### config.mk
export PLATFORM = sky130hd
export DESIGN_NAME = blink_watchdog
export DESIGN_NICKNAME = d
export VERILOG_FILES = /design/src/rtl/blink_pkg.sv /design/src/rtl/blink_watchdog.sv
export SDC_FILE = /design/constraint.sdc
export NUM_CORES = 1
export LEC_CHECK = 0
export BUFFER_PORTS_ARGS = -buffer_cell sky130_fd_sc_hd__buf_2
export CORE_ASPECT_RATIO = 1.25
export CORE_MARGIN = 3
export CORE_UTILIZATION = 56
export CTS_BUF_LIST = sky130_fd_sc_hd__clkbuf_16
export DETAILED_ROUTE_END_ITERATION = 6
export HOLD_SLACK_MARGIN = 0.15
export PLACE_DENSITY = 0.78
export SLEW_MARGIN = 30
export SYNTH_ARGS = -nofsm -noshare
export SYNTH_HDL_FRONTEND = slang
export SYNTH_SLANG_ARGS = --single-unit
### constraint.sdc
create_clock -name clk -period 2.4 [get_ports clk]
set_input_delay 0.48 -clock clk [delete_from_list [all_inputs] [get_ports clk]]
set_output_delay 0.48 -clock clk [all_outputs]
set_load 0.05 [all_outputs]
### src/rtl/blink_pkg.sv
// Shared types for the blink watchdog: FSM states, fault codes and the
// saturating toggle-count helper.
package blink_pkg;

    localparam int unsigned TOG_BITS = 2;

    typedef enum logic [1:0] {
        ST_WAIT_FIRST = 2'd0,
        ST_RUN        = 2'd1,
        ST_FAULT      = 2'd2
    } state_t;

    typedef enum logic [1:0] {
        FC_NONE         = 2'b00,
        FC_LED_MISMATCH = 2'b01,
        FC_TIMEOUT      = 2'b10,
        FC_DOUBLE_PULSE = 2'b11
    } fault_code_t;

    // Add one toggle to the window count, sticking at the top value.
    function automatic logic [TOG_BITS-1:0] tog_sat_inc(input logic [TOG_BITS-1:0] cnt,
                                                        input logic inc);
        logic [TOG_BITS-1:0] top;
        top = '1;
        if (inc && (cnt != top)) begin
            return cnt + TOG_BITS'(1);
        end
        return cnt;
    endfunction

endpackage

### src/rtl/blink_watchdog.sv
// Watchdog for an upstream blinker: expects exactly one led toggle per
// flg window, no back-to-back flg pulses and no flg gap of TIMEOUT cycles.
module blink_watchdog
    import blink_pkg::*;
#(
    parameter int unsigned TIMEOUT = 200,
    parameter int unsigned CNTBITS = 16
) (
    input  logic               clk,
    input  logic               rst,
    input  logic               led_in,
    input  logic               flg_in,
    output logic               alive,
    output logic               fault,
    output logic [1:0]         fault_code,
    output logic [CNTBITS-1:0] evt_cnt
);

    localparam int unsigned GAP_BITS = $clog2(TIMEOUT + 1);
    localparam logic [GAP_BITS-1:0] GAP_LIMIT = GAP_BITS'(TIMEOUT - 1);
    localparam logic [GAP_BITS-1:0] GAP_MAX   = '1;
    localparam logic [CNTBITS-1:0]  EVT_MAX   = '1;

    state_t              state_q, state_d;
    fault_code_t         code_d;
    logic [CNTBITS-1:0]  evt_d;
    logic [GAP_BITS-1:0] gap_q, gap_d;
    logic [TOG_BITS-1:0] tog_q, tog_d, tog_sum;
    logic                led_prev_q, flg_prev_q;
    logic                alive_d, fault_d;

    // Next-state and next-output logic; the window count includes this cycle's toggle.
    always_comb begin
        state_d = state_q;
        code_d  = fault_code_t'(fault_code);
        evt_d   = evt_cnt;
        gap_d   = gap_q;
        tog_sum = tog_sat_inc(tog_q, led_in ^ led_prev_q);
        tog_d   = tog_sum;

        case (state_q)
            ST_WAIT_FIRST: begin
                if (flg_in) begin
                    state_d = ST_RUN;
                    evt_d   = CNTBITS'(1);
                    gap_d   = '0;
                    tog_d   = '0;
                end
            end
            ST_RUN: begin
                if (flg_in) begin
                    tog_d = '0;
                    if (flg_prev_q) begin
                        state_d = ST_FAULT;
                        code_d  = FC_DOUBLE_PULSE;
                    end else if (tog_sum != TOG_BITS'(1)) begin
                        state_d = ST_FAULT;
                        code_d  = FC_LED_MISMATCH;
                    end else begin
                        evt_d = (evt_cnt == EVT_MAX) ? evt_cnt : evt_cnt + CNTBITS'(1);
                        gap_d = '0;
                    end
                end else begin
                    if (gap_q == GAP_LIMIT) begin
                        state_d = ST_FAULT;
                        code_d  = FC_TIMEOUT;
                    end
                    gap_d = (gap_q == GAP_MAX) ? gap_q : gap_q + GAP_BITS'(1);
                end
            end
            ST_FAULT: begin
                tog_d = tog_q;
            end
            default: begin
                state_d = ST_WAIT_FIRST;
            end
        endcase

        alive_d = (state_d == ST_RUN);
        fault_d = (state_d == ST_FAULT);
    end

    always_ff @(posedge clk) begin
        if (rst) begin
            state_q    <= ST_WAIT_FIRST;
            alive      <= 1'b0;
            fault      <= 1'b0;
            fault_code <= FC_NONE;
            evt_cnt    <= '0;
            gap_q      <= '0;
            tog_q      <= '0;
            led_prev_q <= 1'b0;
            flg_prev_q <= 1'b0;
        end else begin
            state_q    <= state_d;
            alive      <= alive_d;
            fault      <= fault_d;
            fault_code <= code_d;
            evt_cnt    <= evt_d;
            gap_q      <= gap_d;
            tog_q      <= tog_d;
            led_prev_q <= led_in;
            flg_prev_q <= flg_in;
        end
    end

endmodule

==> results of run 1 <==
## area by class of cell
class                           count  area (um2)  share of cell area
Inverter                            7        26.3              0.0135
Timing Repair Buffer               24         123              0.0631
Clock buffer                        5         125              0.0644
Clock inverter                      3        11.3             0.00580
Sequential cell                    34         681               0.350
Multi-Input combinational cell    146         935               0.481
Tap cell                           34        42.5              0.0219
## how the worst min path moves through the flow
| stage | from | endpoint | slack [ns] | depth (start not counted) |
|---|---|---|---|---|
| after detailed placement | fault_code[1]$_SDFFE_PP0P_ | fault_code[1]$_SDFFE_PP0P_ | 0.49 | 2 |
| after floorplan | tog_q[0]$_SDFFE_PP0P_ | tog_q[0]$_SDFFE_PP0P_ | 0.46 | 1 |
| after global placement | fault_code[1]$_SDFFE_PP0P_ | fault_code[1]$_SDFFE_PP0P_ | 0.47 | 2 |
| after CTS | led_in | led_prev_q$_SDFF_PP0_ | 0.44 | 2 |
| final | led_in | led_prev_q$_SDFF_PP0_ | 0.44 | 2 |
| after global routing | led_in | led_prev_q$_SDFF_PP0_ | 0.46 | 2 |
## state kept, by name, indices dropped and copies added, names as in the netlist
register,flops
led_prev_q,1
evt_cnt,16
alive,1
gap_q,8
state_q,2
flg_prev_q,1
fault,1
fault_code,2
tog_q,2
## layout by cell type (no fill, tap or decap), types with 2 or more instances in the layout
cell type / count
xor2_1: 17
dfxtp_1: 34
or3_1: 4
clkinv_1: 3
nand4_1: 8
ha_1: 3
a21oi_1: 11
o211ai_1: 6
nor2_1: 34
nor3b_1: 2
and3_1: 11
o21ai_0: 6
nor3_1: 3
a21o_1: 3
mux2i_1: 2
buf_2: 23
clkbuf_16: 5
nand2_1: 9
inv_1: 7
nand3_1: 11
## stage by stage
step	setup slack, ns	util
after floorplan	0.398	-
after global placement	0.280	0.655
after detailed placement	0.207	0.655
after CTS	0.384	0.704
after global routing	0.203	0.704
final	0.372	0.704
## metal layers
layer  GRT usage  vias up  wire, um
met1       0.260      689      1580
li1            -      733         -
met4      0.0903        0        66
met5           0        -         0
met2       0.386       31      1840
met3      0.0716        9       147
## cell families after synthesis
| kind of cell | share of synthesized area |
|---|---|
| xor gates and xnor gates | 0.0948 |
| adders and majority gates | 0.0226 |
| and+or+nand+nor | 0.286 |
| buffers and inverters | 0.0286 |
| AOI/OAI and AO/OA | 0.147 |
| muxes | 0.0120 |
| DFF | 0.409 |
## power by group through the flow
| stage | sequential (mW) | clock [mW] | combinational (mW) |
|---|---|---|---|
| global route | 0.604 | 0.628 | 0.168 |
| global placement | 0.613 | 0 | 0.148 |
| floorplan | 0.632 | 0 | 0.0997 |
| CTS | 0.603 | 0.600 | 0.154 |
| finish | 0.603 | 0.595 | 0.154 |
| detailed placement | 0.614 | 0 | 0.152 |
## worst reg2reg max path, delay by kind of cell, from the launching register on
| family | cells | cell delay [ns] |
|---|---|---|
| fa+ha+maj | 1 | 0.18 |
| simple gates | 3 | 0.72 |
| compound gates | 2 | 0.61 |
| flops | 1 | 0.40 |
| buf+inv | 1 | 0.06 |
==> run metrics, run 1 <==
outcome complete, no violations; Synth Flop Type dfxtp_1; instance count on the critical path 7; final WL 3630 um; Final ANT Viol Nets 0; R2R Setup Slk 0.37 ns; DRC 0; Yosys top cell area share 0.409; post-synthesis register bit count 34; clock root buffer clkbuf_16; area leader, netlist dfxtp_1; fill cell count 241; Clock Sinks 34; reg2reg path depth 7; synthesized area per cell 8.66 um2; most frequent cells after synthesis dfxtp_1 (34), nor2_1 (34), xor2_1 (17); Synth Cell Area 1660 um2; Post-synth EDFFs 0; buffers plus inverters on the worst setup path 1; Die Area 3660 um2; clock share of power 0.440; # hold bufs at CTS 0; # resized after CTS 0; initial antenna violation count 0; clock skew 0.00581 ns; CP Launch Point tog_q[0]$_SDFFE_PP0P_; htree depth 2; clk buf depth 2; setup repair bufs after CTS 0; largest stage delay on the critical path 0.46 ns; via count 1462; Worst setup SP type flip-flop; Final setup viols 0; Port Buffers 23; min-delay worst type primary input to flip-flop; largest cells by area after synthesis dfxtp_1 (41%), xor2_1 (9.0%), nor2_1 (7.7%), and3_1 (4.1%), a21oi_1 (3.3%); Setup CP Type flip-flop to flip-flop; Post-synth ARST share 0; fin. max-slew vios 0; Detailed Place HPWL 2520 um; drt wl/cell 14.4 um; Die Ht 66.9 um; crit-path cells ha_1 > inv_1 > a2111o_1 > nand3_4 > nand3_1 > or3_1 > a21oi_1; placed instance area 1810 um2; Tcrit/Tclk final 0.845; vias in the first global route 1408; DRT iter0 DRCs 22; maximum VDD drop 524 uV; r2r endpoint evt_cnt[10]$_SDFFE_PP0P_; slew margin rel. 0.659; gr usage total 0.230; required arrival time at the worst endpoint 2.61 ns; grt ovf 0; fin crit period 2.03 ns; Pre-Repair DR Iteration Count 4; RSZ-0062 raised after global routing false; Nets 225; max_cap viols 0; I/O Pins 24; TritonCTS clock tree yes; fin cells 253; gpl congestion 0.772; Design Area, Final 1940 um2; Critical-path top delay cell a2111o_1; Worst Path Arrival 2.23 ns; yosys warns 0; placed cells 245; switching pwr 0.351 mW; Cell variety after synth 35; CTS Buf Count 5; # rows 21; sequential power share 0.446; Pwr Total 1.35 mW; core area 2760 um2; Fmax 493 MHz; Synth Net Count 199; layout cells sized above 1 0.164; CP delay by family, top simple AND/OR/NAND/NOR gates; Crit Reg-Reg Startpoint tog_q[0]$_SDFFE_PP0P_; clk_lat worst skew 0.28 ns; Worst Max-Slew Pin Slew 0.510 ns; Hold WS 0.442 ns; Pwr per Cell Area 696 nW/um2; # diodes 0; Worst setup EP type flip-flop; Combinational Power Share 0.114; sequential fraction of the synthesis area 0.409; setup tns final 0 ns; Worst-path clk slew 0.05 ns; maximum number of pins on one net before global-route repair 16; Layout area overhead 16.9%; Pint 1.00 mW; Sw Ratio 0.260; Post-Syn Instances 192; Pleak 0.808 nW; CP endpoint evt_cnt[10]$_SDFFE_PP0P_; Initial Utilization 0.603; global-route wire length before repair 6180 um; Die Span X 54.7 um; Final Hold Vio Count 0; CP max FO 15; vias per cell 5.78
(Power assumes the default switching activity.)
==> inputs of run 2 (changes only) <==
Clock period 2.4 ns to 2 ns, I/O delays scaled along.
==> run metrics, run 2 (synthesized netlist as in run 1, its figures left out) <==
min-delay worst type primary input to flip-flop (unchanged); Final setup viols 0 (unchanged); clk_lat worst skew 0.28 ns (about the same); commonest non-fill, non-tap cell in the layout nor2_1; Final Hold Vio Count 0 (unchanged); Die Ht 66.9 um (unchanged); most frequent cells in the layout nor2_1 (34), dfxtp_1 (31), buf_2 (23) (was nor2_1 (34), dfxtp_1 (34), buf_2 (23)); clock root buffer clkbuf_16 (unchanged); Layout area overhead 22.3% (was 16.9%); Worst-path clk slew 0.05 ns (about the same); hold path cells 2 (unchanged); top flop regs evt_cnt x16, gap_q x8 (unchanged); maximum number of pins on one net before global-route repair 15 (was 16); vias per cell 5.87 (was 5.78); Worst Path Arrival 2.10 ns (was 2.23 ns); Reg with most FFs evt_cnt (unchanged); CP max FO 5 (was 15); reg2reg path depth 6 (was 7); # diodes 0 (unchanged); outcome complete, no violations (unchanged); DRC 0 (unchanged); Nets 232 (was 225); Die Area 3660 um2 (unchanged); fin cells 260 (was 253); layout cells sized above 1 0.235 (was 0.164); R2R Setup Slk 0.11 ns (was 0.37 ns); Pwr per Cell Area 817 nW/um2 (was 696 nW/um2); TritonCTS clock tree yes (unchanged); Clock Sinks 34 (unchanged); fin. max-slew vios 0 (unchanged); I/O Pins 24 (unchanged); Tcrit/Tclk final 0.947 (was 0.845); RSZ-0062 raised after global routing false (unchanged); max_cap viols 0 (unchanged); placed cells 250 (was 245); grt ovf 0 (unchanged); Largest register FFs 16 (unchanged); maximum VDD drop 742 uV (was 524 uV); hold worst-path end led_prev_q$_SDFF_PP0_ (unchanged); required arrival time at the worst endpoint 2.21 ns (was 2.61 ns); initial antenna violation count 0 (unchanged); gr usage total 0.243 (was 0.230); PnR worst setup slack 0.107 ns (was 0.372 ns); gpl congestion 0.771 (was 0.772); Worst setup EP type flip-flop (unchanged); Pwr Total 1.66 mW (was 1.35 mW); clk buf depth 2 (unchanged); CTS Buf Count 5 (unchanged); fin crit period 1.89 ns (was 2.03 ns); DRT iter0 DRCs 68 (was 22); CP Launch Point evt_cnt[1]$_SDFFE_PP0P_ (was tog_q[0]$_SDFFE_PP0P_); Pre-Repair DR Iteration Count 4 (unchanged); setup tns final 0 ns (unchanged); Port Buffers 23 (unchanged); r2r endpoint evt_cnt[10]$_SDFFE_PP0P_ (unchanged); # rows 21 (unchanged); drt wl/cell 14.6 um (was 14.4 um); htree depth 2 (unchanged); Die Span X 54.7 um (unchanged); dpl ws -0.0424 ns (was 0.207 ns); Setup CP Type flip-flop to flip-flop (unchanged); Worst setup SP type flip-flop (unchanged); Hold WS 0.397 ns (was 0.442 ns); Pleak 0.849 nW (was 0.808 nW); final WL 3810 um (was 3630 um); Fmax 528 MHz (was 493 MHz); vias in the first global route 1462 (was 1408); core area 2760 um2 (unchanged); clock skew 0.00304 ns (was 0.00581 ns); Detailed Place HPWL 2580 um (was 2520 um); Worst Max-Slew Pin Slew 0.472 ns (was 0.510 ns); via count 1525 (was 1462); global-route wire length before repair 6430 um (was 6180 um); Initial Utilization 0.603 (unchanged); Final ANT Viol Nets 0 (unchanged); Crit Reg-Reg Startpoint evt_cnt[1]$_SDFFE_PP0P_ (was tog_q[0]$_SDFFE_PP0P_); Hold Startpoint led_in (unchanged); # hold bufs at CTS 0 (unchanged); slew margin rel. 0.686 (was 0.659)
## run 2: cell types whose count changed in the layout (fill, tap and decap cells not counted), sizes merged
cell	change
buf	+7
inv	+1
clkinv	-1
## run 2: where the power goes
part | switching, mW | leakage (nW) | total (mW) | internal [mW]
sequential | 0.0249 | 0.277 | 0.725 | 0.700
combinational | 0.137 | 0.499 | 0.214 | 0.0768
clock | 0.275 | 0.0724 | 0.725 | 0.449
total | 0.437 | 0.849 | 1.66 | 1.23
## run 2: layout make-up
cell class	count	area, um2
Multi-Input combinational cell	146	966
Fill cell	218	724
Clock buffer	5	125
Timing Repair Buffer	31	175
Clock inverter	3	12.5
Tap cell	34	42.5
Sequential cell	34	687
Inverter	7	26.3
## run 2: per-stage QoR
step                      cell area [um2]   util
final                                2030  0.737
after global routing                 2030  0.737
after CTS                            1980  0.719
after detailed placement             1850  0.669
after global placement               1850  0.669
after floorplan                      1660      -
## run 2: worst max-delay path by stage
| stage | endpoint | depth (start not counted) |
|---|---|---|
| 6_report | evt_cnt[10]$_SDFFE_PP0P_ | 6 |
| 3_5_place_dp | evt_cnt[15]$_SDFFE_PP0P_ | 7 |
| 3_3_place_gp | evt_cnt[10]$_SDFFE_PP0P_ | 7 |
| 5_1_grt | evt_cnt[10]$_SDFFE_PP0P_ | 6 |
| 2_1_floorplan | evt_cnt[13]$_SDFFE_PP0P_ | 6 |
| 4_1_cts | evt_cnt[15]$_SDFFE_PP0P_ | 7 |
## run 2: routing by layer
layer	vias to the layer above	part of all wire	GRT usage
met5	-	0	0
met4	0	0.019	0.109
met3	8	0.053	0.0649
met2	48	0.51	0.413
met1	720	0.42	0.273
li1	749	-	-
## run 2: what timing repair did
item / CTS / global route
endpoints found under the setup margin: 0 / 25
buffers inserted: 0 / 2
resized for setup: 0 / 10
## run 2: critical path, stage by stage, from the launching register on
cell	delay, ns
dfxtp_1	0.36
ha_1	0.24
and3_4	0.21
a311oi_4	0.36
nand3_1	0.18
or3_1	0.34
a21oi_1	0.14
==> inputs of run 3 (changes only) <==
Clock period 2 ns to 2.1 ns, I/O delays scaled along.
==> run metrics, run 3 (synthesized netlist as in run 1, its figures left out) <==
outcome complete, no violations (unchanged); maximum number of pins on one net before global-route repair 15 (unchanged); DRC 0 (unchanged); Pleak 0.827 nW (was 0.849 nW); maximum VDD drop 610 uV (was 742 uV); vias in the first global route 1407 (was 1462); vias per cell 5.76 (was 5.87); I/O Pins 24 (unchanged); Layout Utilization 0.714 (was 0.737); gr usage total 0.224 (was 0.243); Worst-path clk slew 0.05 ns (about the same); Setup CP Type flip-flop to flip-flop (unchanged); Reg with most FFs evt_cnt (unchanged); TritonCTS clock tree yes (unchanged); switching pwr 0.412 mW (was 0.437 mW); CTS Buf Count 5 (unchanged); gpl congestion 0.796 (was 0.771); Largest register FFs 16 (unchanged); sequential power share 0.440 (was 0.436); Worst Path Arrival 2.23 ns (was 2.10 ns); Clock Sinks 34 (unchanged); met1 usage 0.248 (was 0.273); Die Span X 54.7 um (unchanged); multi-input logic area 940 um2 (was 966 um2); Fmax 491 MHz (was 528 MHz); Die Ht 66.9 um (unchanged); top flop regs evt_cnt x16, gap_q x8 (unchanged); initial antenna violation count 0 (unchanged); # diodes 0 (unchanged); min-delay worst type primary input to flip-flop (unchanged); PnR worst setup slack 0.0652 ns (was 0.107 ns); fin. max-slew vios 0 (unchanged); via count 1468 (was 1525); Pint 1.15 mW (was 1.23 mW); drt wl/cell 14.0 um (was 14.6 um); Final Hold Vio Count 0 (unchanged); most frequent cells in the layout nor2_1 (34), dfxtp_1 (33), buf_2 (23) (was nor2_1 (34), dfxtp_1 (31), buf_2 (23)); dpl ws -0.0260 ns (was -0.0424 ns); Pwr per Cell Area 795 nW/um2 (was 817 nW/um2); max_cap viols 0 (unchanged); Crit Reg-Reg Startpoint evt_cnt[0]$_SDFFE_PP0P_ (was evt_cnt[1]$_SDFFE_PP0P_); GRT Max-Usage Layer met2 (unchanged); met3 usage 0.0403 (was 0.0649); DRT iter0 DRCs 29 (was 68); fill cell count 237 (was 218); clock share of power 0.441 (was 0.436); final WL 3580 um (was 3810 um); layout cells sized above 1 0.195 (was 0.235); grt ovf 0 (unchanged); CP max FO 6 (was 5); FF/Latch Area 682 um2 (was 687 um2); clock root buffer clkbuf_16 (unchanged); fin crit period 2.03 ns (was 1.89 ns); core area 2760 um2 (unchanged); Layout area overhead 18.5% (was 22.3%); CP Launch Point evt_cnt[0]$_SDFFE_PP0P_ (was evt_cnt[1]$_SDFFE_PP0P_); R2R Setup Slk 0.07 ns (was 0.11 ns); RSZ-0062 raised after global routing true (was false); Hold Startpoint led_in (unchanged); Detailed Place HPWL 2510 um (was 2580 um); Combinational Power Share 0.119 (was 0.129); clk_lat worst skew 0.28 ns (about the same); Worst setup EP type flip-flop (unchanged); Final setup viols 0 (unchanged); # rows 21 (unchanged); clock skew 0.00521 ns (was 0.00304 ns); Tcrit/Tclk final 0.969 (was 0.947); clk buf depth 2 (unchanged); Nets 228 (was 232); Port Buffers 23 (unchanged); htree depth 2 (unchanged); Pre-Repair DR Iteration Count 4 (unchanged); Sw Ratio 0.263 (about the same); Die Area 3660 um2 (unchanged); GRT met2 Usage 0.386 (was 0.413); global-route wire length before repair 6020 um (was 6430 um); commonest non-fill, non-tap cell in the layout nor2_1 (unchanged); largest stage delay on the critical path 0.45 ns (was 0.36 ns); Worst Max-Slew Pin Slew 0.447 ns (was 0.472 ns); Critical-path top delay cell a311oi_4 (was dfxtp_1); Initial Utilization 0.603 (unchanged); crit-path cells ha_1 > and3_4 > a311oi_4 > nand4_4 > or3_1 > a21oi_1 (was ha_1 > and3_4 > a311oi_4 > nand3_1 > or3_1 > a21oi_1); Final ANT Viol Nets 0 (unchanged); required arrival time at the worst endpoint 2.30 ns (was 2.21 ns); slew margin rel. 0.702 (was 0.686); Worst setup SP type flip-flop (unchanged)
==> run 3: metrics by stage <==
step | setup TNS (ns) | hold WS [ns] | instances | area (um2) | power [mW]
CTS | 0 | 0.388 | 254 | 1960 | 1.56
global placement | 0 | 0.476 | 247 | 1820 | 0.874
detailed placement | -0.0260 | 0.484 | 247 | 1820 | 0.881
finish | 0 | 0.391 | 255 | 1970 | 1.57
floorplan | 0 | 0.459 | 192 | 1660 | 0.836
global route | -0.0467 | 0.403 | 255 | 1970 | 1.62
==> run 3: power groups by stage <==
stage | Combinational, mW | Sequential [mW] | Clock [mW]
2_1_floorplan | 0.114 | 0.722 | 0
3_3_place_gp | 0.174 | 0.700 | 0
5_1_grt | 0.204 | 0.691 | 0.724
3_5_place_dp | 0.181 | 0.700 | 0
6_report | 0.186 | 0.689 | 0.691
4_1_cts | 0.182 | 0.687 | 0.696
==> run 3: area by class of cell <==
cell class	instances	area share
sequential	34	0.346
clock inverter	2	0.00508
tap	34	0.0216
multi-input combinational	146	0.477
inverter	7	0.0133
timing repair buffer	27	0.0737
clock buffer	5	0.0635
==> run 3: path summary, 6_finish.rpt <==
| path | end | cells after the start |
|---|---|---|
| max | evt_cnt[15]$_SDFFE_PP0P_ | 6 |
| min | led_prev_q$_SDFF_PP0_ | 2 |
| max reg2reg | evt_cnt[15]$_SDFFE_PP0P_ | 6 |
| min reg2reg | tog_q[0]$_SDFFE_PP0P_ | 1 |
==> run 3: metal layers <==
layer  up-vias  share of wire
met2        41           0.49
met4         0          0.023
met3         7          0.042
met5         -              0
li1        732              -
met1       688           0.44
==> run 3: worst max-delay path: cells and delay by family, from the launching register on <==
family / cells / cell delay [ns]
simple gates: 3 / 0.72
flops: 1 / 0.35
fa+ha+maj: 1 / 0.25
compound gates: 2 / 0.63
==> run 3: what timing repair did <==
action	CTS	global route
hold buffers	0	0
gates resized for setup	0	2
buffers inserted	0	1
setup endpoints to repair	0	6
